$ cat src/rtl/muldiv_unit.sv
// Iterative multiply/divide unit holding HI/LO: radix-2 shift-add multiply, restoring divide.
// 33-cycle latency (1 cycle for divide-by-zero); requests are ignored while busy.
module muldiv_unit #(
  parameter int WIDTH = 32
) (
  input  logic             clock,
  input  logic             reset,
  input  logic             start,
  input  logic [2:0]       op,
  input  logic [WIDTH-1:0] a,
  input  logic [WIDTH-1:0] b,
  output logic             busy,
  output logic             done,
  output logic [WIDTH-1:0] hi,
  output logic [WIDTH-1:0] lo
);

  localparam int CW = $clog2(WIDTH + 1);

  typedef enum logic [1:0] {IDLE, CALC, FIX} state_t;

  state_t             state, state_nxt;
  logic [CW-1:0]      cnt;
  logic [2*WIDTH-1:0] acc;
  logic [WIDTH-1:0]   opb;
  logic [WIDTH-1:0]   a_raw;
  logic               is_div, div_zero, neg_lo, neg_hi;

  // op[2]=0 selects arithmetic; op[1] divide; op[0]=0 signed
  logic             arith, sgn, b_zero;
  logic [WIDTH-1:0] a_mag, b_mag;

  assign arith  = ~op[2];
  assign sgn    = ~op[0];
  assign b_zero = (b == '0);
  assign a_mag  = (sgn && a[WIDTH-1]) ? -a : a;
  assign b_mag  = (sgn && b[WIDTH-1]) ? -b : b;

  logic [WIDTH:0]     mul_sum;
  logic [2*WIDTH:0]   div_sh;
  logic [WIDTH:0]     div_diff;
  logic [2*WIDTH-1:0] prod_res;
  logic [WIDTH-1:0]   q_res, r_res;

  assign mul_sum  = {1'b0, acc[2*WIDTH-1:WIDTH]} + (acc[0] ? {1'b0, opb} : '0);
  assign div_sh   = {acc, 1'b0};
  assign div_diff = div_sh[2*WIDTH:WIDTH] - {1'b0, opb};
  assign prod_res = neg_lo ? -acc : acc;
  assign q_res    = neg_lo ? -acc[WIDTH-1:0] : acc[WIDTH-1:0];
  assign r_res    = neg_hi ? -acc[2*WIDTH-1:WIDTH] : acc[2*WIDTH-1:WIDTH];

  assign busy = (state != IDLE);

  always_comb begin
    state_nxt = state;
    case (state)
      IDLE: if (start && arith) state_nxt = (op[1] && b_zero) ? FIX : CALC;
      CALC: if (cnt == CW'(1)) state_nxt = FIX;
      FIX:  state_nxt = IDLE;
      default: state_nxt = IDLE;
    endcase
  end

  always_ff @(posedge clock) begin
    if (reset) begin
      state    <= IDLE;
      cnt      <= '0;
      acc      <= '0;
      opb      <= '0;
      a_raw    <= '0;
      is_div   <= 1'b0;
      div_zero <= 1'b0;
      neg_lo   <= 1'b0;
      neg_hi   <= 1'b0;
      hi       <= '0;
      lo       <= '0;
      done     <= 1'b0;
    end else begin
      state <= state_nxt;
      done  <= 1'b0;
      case (state)
        IDLE: begin
          if (start && arith) begin
            a_raw    <= a;
            is_div   <= op[1];
            div_zero <= op[1] && b_zero;
            neg_lo   <= sgn && (a[WIDTH-1] ^ b[WIDTH-1]);
            neg_hi   <= sgn && a[WIDTH-1];
            cnt      <= CW'(WIDTH);
            // multiply: acc low holds multiplier; divide: acc low holds dividend
            opb      <= op[1] ? b_mag : a_mag;
            acc      <= {{WIDTH{1'b0}}, (op[1] ? a_mag : b_mag)};
          end else if (start && op == 3'b100) begin
            hi <= a;
          end else if (start && op == 3'b101) begin
            lo <= a;
          end
        end
        CALC: begin
          cnt <= cnt - CW'(1);
          if (is_div)
            acc <= div_diff[WIDTH] ? div_sh[2*WIDTH-1:0]
                                   : {div_diff[WIDTH-1:0], div_sh[WIDTH-1:1], 1'b1};
          else
            acc <= {mul_sum, acc[WIDTH-1:1]};
        end
        FIX: begin
          done <= 1'b1;
          if (div_zero) begin
            hi <= a_raw;
            lo <= '1;
          end else if (is_div) begin
            hi <= r_res;
            lo <= q_res;
          end else begin
            {hi, lo} <= prod_res;
          end
        end
        default: ;
      endcase
    end
  end

endmodule

$ cat config.mk
export PLATFORM = sky130hd
export DESIGN_NAME = muldiv_unit
export DESIGN_NICKNAME = d
export VERILOG_FILES = /design/src/rtl/muldiv_unit.sv
export SDC_FILE = /design/constraint.sdc
export NUM_CORES = 1
export LEC_CHECK = 0
export CAP_MARGIN = 10
export CORE_MARGIN = 4
export CORE_UTILIZATION = 55
export CTS_BUF_LIST = sky130_fd_sc_hd__clkbuf_8
export DETAILED_ROUTE_END_ITERATION = 10
export PLACE_DENSITY = 0.86
export SYNTH_ARGS = -nofsm -noshare
export SYNTH_HDL_FRONTEND = slang
export SYNTH_SLANG_ARGS = --single-unit
$ cat constraint.sdc
create_clock -name clock -period 3.2 [get_ports clock]
set_input_delay 0.48 -clock clock [delete_from_list [all_inputs] [get_ports clock]]
set_output_delay 0.48 -clock clock [all_outputs]
set_load 0.005 [all_outputs]
==> flow_summary.ini, run 1 <==
[run_status]
outcome = complete, but fails checks
violations = negative setup slack

[synth]
netlist_area_sq_um = 16140
yosysWarningCount = 0
synth_cells = 2206
synth_area_leaders = dfxtp_1 25%, a21oi_1 7.3%, nand2_1 6.6%
synth_top_area_cell = dfxtp_1
async_flop_share = 0
synth_top_area_share = 0.2542
ys.flop_type = dfxtp_1
synth_most_common_cell = nand2_1
synth_seq_cells = 205
avgSynthCellArea_sq_um = 7.318
synth.distinct_cells = 81
synth-seq-area-share = 0.2542
yosys-top-cells-count = 283 x nand2_1, 236 x a21oi_1, 213 x nor2_1, 205 x dfxtp_1, 155 x clkbuf_1
syn_nets = 2348
synth_edf_count = 0

[drt]
wl_per_cell_um = 22.44
first_pass_iters = 7
drt_iter0_markers = 2598
drtAntennaViolNets = 0
routed_wl_mm = 66.23
m1WireLength_mm = 24.71
dr.max_layer_used = met4
route.met3.wl_mm = 8.080
num_vias = 19360
post-route-drc-count = 0
met2_length_mm = 28.76
avgViaCountPerCell = 6.560

[clock_tree]
clock_sinks = 205
cts_root_buf = clkbuf_8
clk_path_buf_depth = 3
clk_latency_ns = 0.57
cts_buffers = 38
cts_tree = yes
cts_max_level = 2
hold_buffers = 0
clk_pin_slew_worst_paths_ns = 0.06

[global_routing]
grt_overflow = 0
grt_usage = 0.3862
grt_pass1_vias = 18240
grt_max_degree = 113
grt_first_pass_wirelength_mm = 98.94
antenna_found_initial = 0

[timing]
rsz0062_at_grt = yes
setup-violations-final = 6
max_slew.worst_pin.slew_ns = 1.102
worst_slack_ns = -0.05090
min_period_over_period = 1.016
fmax_mhz = 307.6
fin_crit_ns = 3.251
maxSlewHeadroom = 0.2656
finalMaxSlewViolations = 0
finalHoldViolations = 0
fin_skew_ns = 0.03678

[worst_setup_path]
crit_arrival_ns = 3.69
worst-path-buf-inv = 4
end_kind = register
crit_path_start_kind = register
crit_fanout = 8
required_ns = 3.64
critPathTopFamily = simple AND/OR/NAND/NOR gates
critical_path_class = register to register
path_cells = inv_2, ha_4, fa_2, nand2b_4, a21oi_4, o2111ai_4, nor4bb_4, nor4_4, o211ai_1, nor3b_4, buf_6, buf_12, buf_12, nor2_4, a211oi_2, a221o_1
critPathMaxStageDelay_ns = 0.39
crit_top_cell = buf_12
slowest_stage = fa_2

[pwr]
powerDensity_nw_per_um2 = 388.7
p_leak_nw = 8.472
ir_drop_uv = 301.3

[place]
place_hpwl_mm = 47.91
io_buffers = 135
dp_cells = 2862
gp_congestion = 1.020

[cells_and_area]
antenna_cells = 0
nets = 2685
fillers = 2127
regArea_sq_um = 4119
drive_above_1_share = 0.2065
layout.cells.non_filler = 2951
multiInputGateArea_sq_um = 11760
fin_util = 0.7432
syn_to_final_growth_pct = 32.85

[floorplanning]
die_w_um = 179.3
coreArea_sq_um = 28860
start_util = 0.5594
design.die.area_sq_um = 32160
pin_count = 136
die_height_um = 179.3
num_rows = 62

[worst_hold_path]
min_path_type = primary input to register

[flow_run]
cap_violations = 0
==> routing by layer <==
| layer | vias up | global-route usage |
|---|---|---|
| met5 | - | 0 |
| met4 | 0 | 0.2098 |
| met3 | 394 | 0.1014 |
| met2 | 1386 | 0.5917 |
| met1 | 8896 | 0.4969 |
| li1 | 8682 | - |
==> through the flow <==
step | hold slack [ns] | total power [mW] | setup TNS, ns | area, sq um | setup WS (ns)
floorplan | 0.4319 | 4.158 | 0 | 16160 | 0.005383
global placement | 0.4373 | 5.087 | -6.891 | 19750 | -0.3284
detailed placement | 0.4434 | 5.137 | -10.34 | 19750 | -0.4273
CTS | 0.2916 | 8.041 | -0.03076 | 20840 | -0.03076
global route | 0.3192 | 8.603 | -3.448 | 21450 | -0.1996
finish | 0.3141 | 8.338 | -0.2184 | 21450 | -0.05090
==> kinds of logic after synthesis <==
family,share of synthesized area
AO/OA/AOI/OAI,0.2942
XOR/XNOR,0.09168
adder cells (fa/ha/maj),0.05673
buffers and inverters,0.05758
flip-flops,0.2542
multiplexers,0.04162
AND/OR/NAND/NOR,0.2040
==> cell usage in the layout, fill, tap and decap left out, drive strengths merged, types with 13 or more instances in the layout <==
master and count:
buf 337, dfxtp 205, nand3 26, nand2b 23, nor4 16, clkbuf 44
o221ai 32, a21o 35, a31oi 30, nor2 213, xor2 64, o31ai 29
a211oi 81, nand2 283, a21oi 236, clkdlybuf4s50 133, and3 13, a22oi 25
mux2i 66, ha 70, or4 19, xnor2 105, o21ai 109, o211ai 43
nor3 43, inv 75, and2 14, or3 15
==> power by group <==
group	switching (mW)	total [mW]	internal, mW
Combinational	1.54	2.73	1.19
Clock	1.21	2.83	1.61
Sequential	0.103	2.78	2.68
==> area by class of cell <==
cell class                      instances  area share
Timing Repair Buffer                  472      0.1877
Clock inverter                         22     0.01103
Sequential cell                       205      0.1920
Multi-Input combinational cell       1760      0.5482
Clock buffer                           42     0.02695
Tap cell                              384     0.02240
Inverter                               66     0.01167
==> state kept, by name (all words and copies together) (netlist names) <==
register  flops
div_zero      1
cnt           6
a_raw        32
done          1
state         2
lo           32
acc          64
neg_lo        1
hi           32
is_div        1
neg_hi        1
opb          32
==> what timing repair did <==
item,4_1_cts,5_1_grt
resized for setup,36,139
pin swaps,11,45
setup endpoints to repair,45,60
cloned,0,3
setup buffers,11,14
==> final timing paths <==
check | startpoint | end | slack, ns | cells after the start
setup / recovery | acc[31]$_SDFFE_PP0P_ | acc[40]$_SDFFE_PP0P_ | -0.05 | 16
hold / removal | reset | acc[28]$_SDFFE_PP0P_ | 0.31 | 2
setup reg to reg | acc[31]$_SDFFE_PP0P_ | acc[40]$_SDFFE_PP0P_ | -0.05 | 16
hold reg to reg | hi[3]$_SDFFE_PP0P_ | hi[3]$_SDFFE_PP0P_ | 0.45 | 2
No activity file was read; power rests on OpenSTA's default activity.
==> inputs of run 2 (changes only) <==
- CORE_ASPECT_RATIO: not set -> 0.5
==> run 2 against run 1 <==
  * The run still ends with negative setup slack left
  * Routed wire length increased by 4.6%
  * Final cell count increased by 0.58%
  * Highest routed layer unchanged
  * Clock-buffer cell count decreased by 2
  * Worst setup slack got worse by 0.15 ns
  * Via count up 2.4%
  * Total power shrank 5.2%
  * Maximum frequency down 4.4%
==> flow_summary.ini, run 2 (synthesized netlist as in run 1, its figures left out) <==
[pwr]
p_leak_nw = 8.465
ir_drop_uv = 371.4
p_int_mw = 5.048
p_sw_mw = 2.857
powerDensity_nw_per_um2 = 370.7
p_seq_frac = 0.352
power.share.combinational = 0.348
p_sw_frac = 0.3614
pwr-share-clk = 0.300

[cells_and_area]
layout.cells.non_filler = 2968
fillers = 2133
top_register = acc
nets = 2698
final_cell_mix = 340 x buf_4, 282 x nand2_1, 227 x a21oi_1
drive_above_1_share = 0.2050
syn_to_final_growth_pct = 32.07
final_common_cell = buf_4
largest_reg_flops = 64

[worst_setup_path]
critical_path_class = register to register
critPathMaxStageDelay_ns = 0.45
crit_arrival_ns = 3.89
crit_fanout = 8
end_kind = register
required_ns = 3.69
path_cells = inv_1, buf_4, ha_2, nor2_1, a21oi_4, buf_6, o2111ai_4, nor4bb_4, nor4_4, o211ai_1, nor3b_4, buf_6, buf_8, o211ai_1, a21oi_1, a211oi_1
slowest_stage = nor4bb_4
crit_path_start_kind = register

[clock_tree]
cts_root_buf = clkbuf_8
hold_buffers = 0
clock_sinks = 205
clk_path_buf_depth = 3
cts_buffers = 31
clk_pin_slew_worst_paths_ns = 0.08
cts_tree = yes
clk_latency_ns = 0.65
cts_max_level = 1

[timing]
hold_ws_ns = 0.1675
maxSlewHeadroom = 0.1314
setup-violations-final = 38
finalMaxSlewViolations = 0
min_period_over_period = 1.063
worst_slack_ns = -0.2001
fin_skew_ns = 0.04151
rsz0062_at_grt = yes
finalHoldViolations = 0
max_slew.worst_pin.slew_ns = 1.296
fmax_mhz = 294.1
fin_crit_ns = 3.400

[floorplanning]
design.die.area_sq_um = 32320
pin_count = 136
num_rows = 44
die_height_um = 129.1
coreArea_sq_um = 28960
start_util = 0.5575
die_w_um = 250.3

[place]
gp_congestion = 1.066
place_hpwl_mm = 50.47
dp_cells = 2894
io_buffers = 135

[drt]
drtAntennaViolNets = 0
num_vias = 19830
routed_wl_mm = 69.27
post-route-drc-count = 0
drt_iter0_markers = 3500
avgViaCountPerCell = 6.680
wl_per_cell_um = 23.34
first_pass_iters = 6

[worst_hold_path]
min_path_type = primary input to register

[global_routing]
antenna_found_initial = 1
grt_usage = 0.3930
grt_max_degree = 94
grt_first_pass_wirelength_mm = 101.4
grt_overflow = 0
grt_pass1_vias = 17820

[run_status]
outcome = complete, but fails checks
violations = negative setup slack

[flow_run]
cap_violations = 0
-- run 2: cell count changes in the layout (fill, tap and decap cells not counted), moves of 4 or more --
cell,before,now
a21oi_1,222,227
buf_4,320,340
bufinv_16,5,1
nor2_4,4,0
-- run 2: final cells by class --
class	instances	area, sq um	area share
multi-input combinational	1760	11660	0.5467
timing repair buffer	492	4167	0.1954
sequential	205	4115	0.1930
clock buffer	40	550.5	0.02582
tap	391	489.2	0.02294
inverter	66	250.2	0.01174
clock inverter	13	91.34	0.004284
antenna	1	2.502	0.0001174
-- run 2: worst paths after layout --
check	startpoint	to	slack [ns]	cells after the start
min reg2reg	hi[31]$_SDFFE_PP0P_	hi[31]$_SDFFE_PP0P_	0.45	2
max reg2reg	opb[2]$_SDFFE_PP0P_	acc[51]$_SDFFE_PP0P_	-0.20	16
max	opb[2]$_SDFFE_PP0P_	acc[51]$_SDFFE_PP0P_	-0.20	16
min	reset	acc[35]$_SDFFE_PP0P_	0.17	2
-- run 2: metal layers --
layer	vias to the layer above	GRT usage	routed length [um]
li1	8681	-	-
met1	9195	0.5284	26300
met2	1622	0.5798	28150
met3	327	0.1332	10880
met4	0	0.1668	3937
met5	-	0	0
-- run 2: worst max-delay path: cells and delay by family, from the launching register on --
kind                     cells  cell delay (ns)
AND/OR/NAND/NOR              4             1.04
AO/OA/AOI/OAI                6             0.88
buffers and inverters        5             0.78
flip-flops                   1             0.34
adder cells (fa/ha/maj)      1             0.19
-- run 2: power groups by stage --
stage / Clock (mW) / Sequential [mW] / Combinational (mW)
2_1_floorplan: 0 / 2.81 / 1.35
3_3_place_gp: 0 / 2.82 / 2.30
3_5_place_dp: 0 / 2.83 / 2.34
4_1_cts: 2.33 / 2.77 / 2.43
5_1_grt: 2.46 / 2.79 / 2.87
6_report: 2.37 / 2.78 / 2.75
-- run 2: through the flow --
step                power, mW  cell area [sq um]  setup TNS, ns  utilization  setup WS [ns]
floorplan               4.158              16160              0            -       0.005383
global placement        5.126              19950         -5.897       0.6889        -0.2506
detailed placement      5.167              19950         -11.21       0.6889        -0.2758
CTS                     7.537              20810        -0.3099       0.7187       -0.09672
global route            8.121              21320         -6.967       0.7362        -0.3094
finish                  7.904              21320         -4.393       0.7363        -0.2001
-- run 2: timing repair --
item                                    4_1_cts  5_1_grt
endpoints found under the setup margin       47       56
resized for setup                            39      115
pin swaps                                    15       35
endpoints found under the hold margin         0        0
cloned                                        0        2
buffers inserted                              9        9
